`src/rtl/sipo_deserializer.sv`:
```
// Serial-in/parallel-out receiver with a one-word holding register, valid/ready output and sticky overrun.
// Optional even-parity frame check is built when SIPO_PARITY_CHECK_EN is defined.
module sipo_deserializer #(
    parameter int WIDTH     = 4,
    parameter bit MSB_FIRST = 1'b1
) (
    input  logic             clk,
    input  logic             reset_n,
    input  logic             serial_in,
    input  logic             shift_en,
    input  logic             sync_clr,
    output logic [WIDTH-1:0] parallel_out,
    output logic             out_valid,
    input  logic             out_ready,
    output logic             busy,
    output logic             overrun,
    input  logic             overrun_clr,
    output logic             parity_err
);

`ifdef SIPO_PARITY_CHECK_EN
    localparam int FRAME_LEN = WIDTH + 1;
`else
    localparam int FRAME_LEN = WIDTH;
`endif
    localparam int                CNT_W    = $clog2(WIDTH + 2);
    localparam logic [CNT_W-1:0]  LAST_CNT = CNT_W'(FRAME_LEN - 1);

    logic [WIDTH-1:0] shift_q, shift_d;
    logic [WIDTH-1:0] shifted_s;
    logic [WIDTH-1:0] word_s;
    logic [CNT_W-1:0] bit_cnt_q, bit_cnt_d;
    logic [WIDTH-1:0] hold_q, hold_d;
    logic             valid_q, valid_d;
    logic             overrun_q, overrun_d;
    logic             bit_take_s, data_bit_s, complete_s, load_s, drop_s;

`ifdef SIPO_PARITY_CHECK_EN
    logic             parity_q, parity_d;

    // Even parity over data and received parity bit: 1 flags a mismatch.
    function automatic logic parity_mismatch(input logic [WIDTH-1:0] data, input logic pbit);
        return (^data) ^ pbit;
    endfunction
`endif

    // Shift-register datapath for the selected bit order.
    always_comb begin
        shifted_s = shift_q;
        if (MSB_FIRST) begin
            shifted_s = {shift_q[WIDTH-2:0], serial_in};
        end else begin
            shifted_s = {serial_in, shift_q[WIDTH-1:1]};
        end
    end

    // Frame qualification: which accepted bit is data and which one completes the word.
    always_comb begin
        bit_take_s = shift_en && !sync_clr;
        complete_s = bit_take_s && (bit_cnt_q == LAST_CNT);
`ifdef SIPO_PARITY_CHECK_EN
        // The trailing parity bit is consumed but never enters the shift register.
        data_bit_s = bit_take_s && (bit_cnt_q != LAST_CNT);
        word_s     = shift_q;
`else
        data_bit_s = bit_take_s;
        word_s     = shifted_s;
`endif
        load_s     = complete_s && (!valid_q || out_ready);
        drop_s     = complete_s && valid_q && !out_ready;
    end

    // Next state of the serial side: shift register and bit counter.
    always_comb begin
        shift_d   = shift_q;
        bit_cnt_d = bit_cnt_q;
        if (sync_clr) begin
            shift_d   = '0;
            bit_cnt_d = '0;
        end else begin
            if (data_bit_s) begin
                shift_d = shifted_s;
            end else begin
                shift_d = shift_q;
            end
            if (complete_s) begin
                bit_cnt_d = '0;
            end else if (bit_take_s) begin
                bit_cnt_d = bit_cnt_q + CNT_W'(1);
            end else begin
                bit_cnt_d = bit_cnt_q;
            end
        end
    end

    // Next state of the holding stage, handshake and sticky overrun.
    always_comb begin
        hold_d    = hold_q;
        valid_d   = valid_q;
        overrun_d = overrun_q;
        if (load_s) begin
            hold_d  = word_s;
            valid_d = 1'b1;
        end else if (out_ready) begin
            hold_d  = hold_q;
            valid_d = 1'b0;
        end else begin
            hold_d  = hold_q;
            valid_d = valid_q;
        end
        // Set beats clear when both land on the same edge.
        if (drop_s) begin
            overrun_d = 1'b1;
        end else if (overrun_clr) begin
            overrun_d = 1'b0;
        end else begin
            overrun_d = overrun_q;
        end
    end

    // State registers.
    always_ff @(posedge clk or negedge reset_n) begin
        if (!reset_n) begin
            shift_q   <= '0;
            bit_cnt_q <= '0;
            hold_q    <= '0;
            valid_q   <= 1'b0;
            overrun_q <= 1'b0;
        end else begin
            shift_q   <= shift_d;
            bit_cnt_q <= bit_cnt_d;
            hold_q    <= hold_d;
            valid_q   <= valid_d;
            overrun_q <= overrun_d;
        end
    end

`ifdef SIPO_PARITY_CHECK_EN
    // Parity result is captured only alongside a word load.
    always_comb begin
        parity_d = parity_q;
        if (load_s) begin
            parity_d = parity_mismatch(shift_q, serial_in);
        end else begin
            parity_d = parity_q;
        end
    end

    // Parity result register.
    always_ff @(posedge clk or negedge reset_n) begin
        if (!reset_n) begin
            parity_q <= 1'b0;
        end else begin
            parity_q <= parity_d;
        end
    end

    assign parity_err = parity_q;
`else
    assign parity_err = 1'b0;
`endif

    assign parallel_out = hold_q;
    assign out_valid    = valid_q;
    assign overrun      = overrun_q;
    assign busy         = (bit_cnt_q != '0);

endmodule

```
`config.mk`:
```
export PLATFORM = sky130hd
export DESIGN_NAME = sipo_deserializer
export DESIGN_NICKNAME = d
export VERILOG_FILES = /design/src/rtl/sipo_deserializer.sv
export SDC_FILE = /design/constraint.sdc
export NUM_CORES = 1
export LEC_CHECK = 0
export CAP_MARGIN = 20
export CORE_MARGIN = 3
export CORE_UTILIZATION = 24
export DETAILED_ROUTE_END_ITERATION = 10
export GPL_TIMING_DRIVEN = 1
export PLACE_DENSITY = 0.49
export SKIP_LAST_GASP = 1
export SLEW_MARGIN = 5
export SYNTH_ARGS = -nofsm -noshare
export SYNTH_HDL_FRONTEND = slang
export SYNTH_SLANG_ARGS = --single-unit
```
`constraint.sdc`:
```
create_clock -name clk -period 2.2 [get_ports clk]
set_input_delay 0.44 -clock clk [delete_from_list [all_inputs] [get_ports clk]]
set_output_delay 0.44 -clock clk [all_outputs]
set_load 0.005 [all_outputs]
```
==> metrics <==
Syn Inst Count=44; count of cell types in the netlist=18; max-slew violations=0; Final HPWL DP=702 µm; reg-to-reg slack, setup=590 ps; maximum root-to-sink buffer count=2; chip height=54.3 µm; Avg Cell Area, Syn=12.7 µm²; Mapped Area=559 µm²; worst slew pin tran=539 ps; initial antenna violation count=0; CTS clock-pin slew for the worst setup and hold paths=70 ps; die footprint=2950 µm²; Root Buffer=clkbuf_4; min-delay worst type=flip-flop to flip-flop; share of cells above drive strength 1=0.183; number of cells on the critical path=4; CTS tree=built; crit share post-route=0.855; worst hold stages=1; clk sinks=12; total CTS buffers=3; Post CTS Setup Buffer Count=0; Worst slew margin=0.640; nets=71; Skew-Pair Late Insertion Delay=260 ps; DRT antenna net count=0; Final setup viols=0; max_cap viols=0; arrival time worst endpoint=1440 ps; YS warnings=0; die extent in x=54.3 µm; Multi-input gate area=229 µm²; endpoint class of the critical path=output pin; initial detailed-routing violation count=4; Area growth, synth to finish=32.7%; global route overflow=0; cts repair resizes=0; vias in the first global route=337; CP cell instances=inv_1 -> ha_1 -> nand2b_1 -> clkdlybuf4s50_1; fmax=0.532 GHz; met3 wire length=68 µm; Ant. Diodes=0; total track usage=0.0784; Via density=4.02; final wirelength=909 µm; Final Power=0.421 mW; Rows=16; Met2 Routed Length=375 µm; Worst path max stage delay=490 ps; Seq. cell area=300 µm²; FILL cells=217; top layer in use=met4; WL met1=455 µm; leakage=0.371 nW; I/O pin count=15; largest net degree at the start of global routing=13; via count=350; Seq/Total Area, Yosys=0.537; Routed WL per cell=10.4 µm; status=complete, no violations; WP data required=1760 ps; DRC Markers=0; GP Congestion=0.662; power per cell area=567 nW/µm²; post-layout min period=1880 ps; Hold Vio Cnt, Final=0; Initial Utilization=0.269; core area=2080 µm²; final setup skew=2.59 ps; hold_buf cts=0; Slowest cell on crit path=clkdlybuf4s50_1; unrepaired setup endpoints after global routing=false; synthesized flop and latch total=12; global-route wire length before repair=1.55 mm; setup TNS=0 ps; Setup crit start kind=flip-flop; H-tree levels=1; WP buf/inv=2; critical path peak fanout=3; Pre-antenna DRT Iters=4; Peak VDD IR=0.000308 V; R2R cell count=4; CP top delay family=buffers and inverters; crit path kind=flip-flop to output pin; count of buffers from port buffering=13; Mapped Nets=53
-- cells in the mapped netlist (all sizes together) --
library cell / instances / share of area
dfrtp: 12 / 0.54
mux2: 4 / 0.11
mux2i: 4 / 0.072
nand2b: 4 / 0.045
nor2: 4 / 0.027
inv: 3 / 0.020
buf: 2 / 0.034
ha: 2 / 0.045
nand2: 2 / 0.027
a21oi: 1 / 0.0089
and3b: 1 / 0.016
conb: 1 / 0.0067
nand3: 1 / 0.0089
o22ai: 1 / 0.011
or3: 1 / 0.011
or4b: 1 / 0.025
-- area by class of cell --
cell class / instances / area share
clock buffers: 3 / 0.0304
inverters: 3 / 0.0152
multi-input cells: 27 / 0.309
flip-flops and latches: 12 / 0.405
well taps: 27 / 0.0455
repair buffers: 15 / 0.196
-- power by group --
group          internal (mW)  switching (mW)
Clock                 0.0631          0.0626
Sequential             0.230         0.00592
Combinational         0.0374          0.0218
-- cells in the final DEF (no fill, tap or decap), types with 2 or more instances in the layout --
master           instances
clkdlybuf4s50_1         13
dfrtp_1                 12
nand2b_1                 4
mux2_4                   4
mux2i_1                  4
nor2_1                   4
inv_1                    3
clkbuf_4                 3
ha_1                     2
buf_4                    2
-- cell families after synthesis --
group	count (synthesis)	synth area share
mux	8	0.179
compound gates	2	0.0201
fa+ha+maj	2	0.0447
flops	12	0.537
other cells	1	0.00670
buf+inv	5	0.0537
simple gates	14	0.159
-- final timing paths --
check,start,end
max,bit_cnt_q[0],busy
min,parallel_out[2],parallel_out[2]
max reg2reg,bit_cnt_q[0],parallel_out[0]
min reg2reg,parallel_out[2],parallel_out[2]
max in group asynchronous,reset_n,shift_q[1]
min in group asynchronous,reset_n,shift_q[0]
-- sequential cells by signal, summed over array words and instances (netlist names) --
signal	cells
bit_cnt_q	3
shift_q	3
parallel_out	4
out_valid	1
overrun	1
-- per-layer routing --
layer  global-route usage  up-vias
li1                     -      178
met1               0.0983      161
met2                0.102        9
met3               0.0518        2
met4               0.0373        0
met5                    0        -
-- stage by stage --
step	instance area, µm²	setup slack [ps]	hold slack (ps)	cells	utilization
floorplan	559	644	144	44	-
global placement	719	189	498	84	0.346
detailed placement	719	193	496	84	0.346
CTS	742	294	519	87	0.356
global route	742	215	533	87	0.356
finish	742	320	511	87	0.356
No activity file was read; power rests on OpenSTA's default activity.
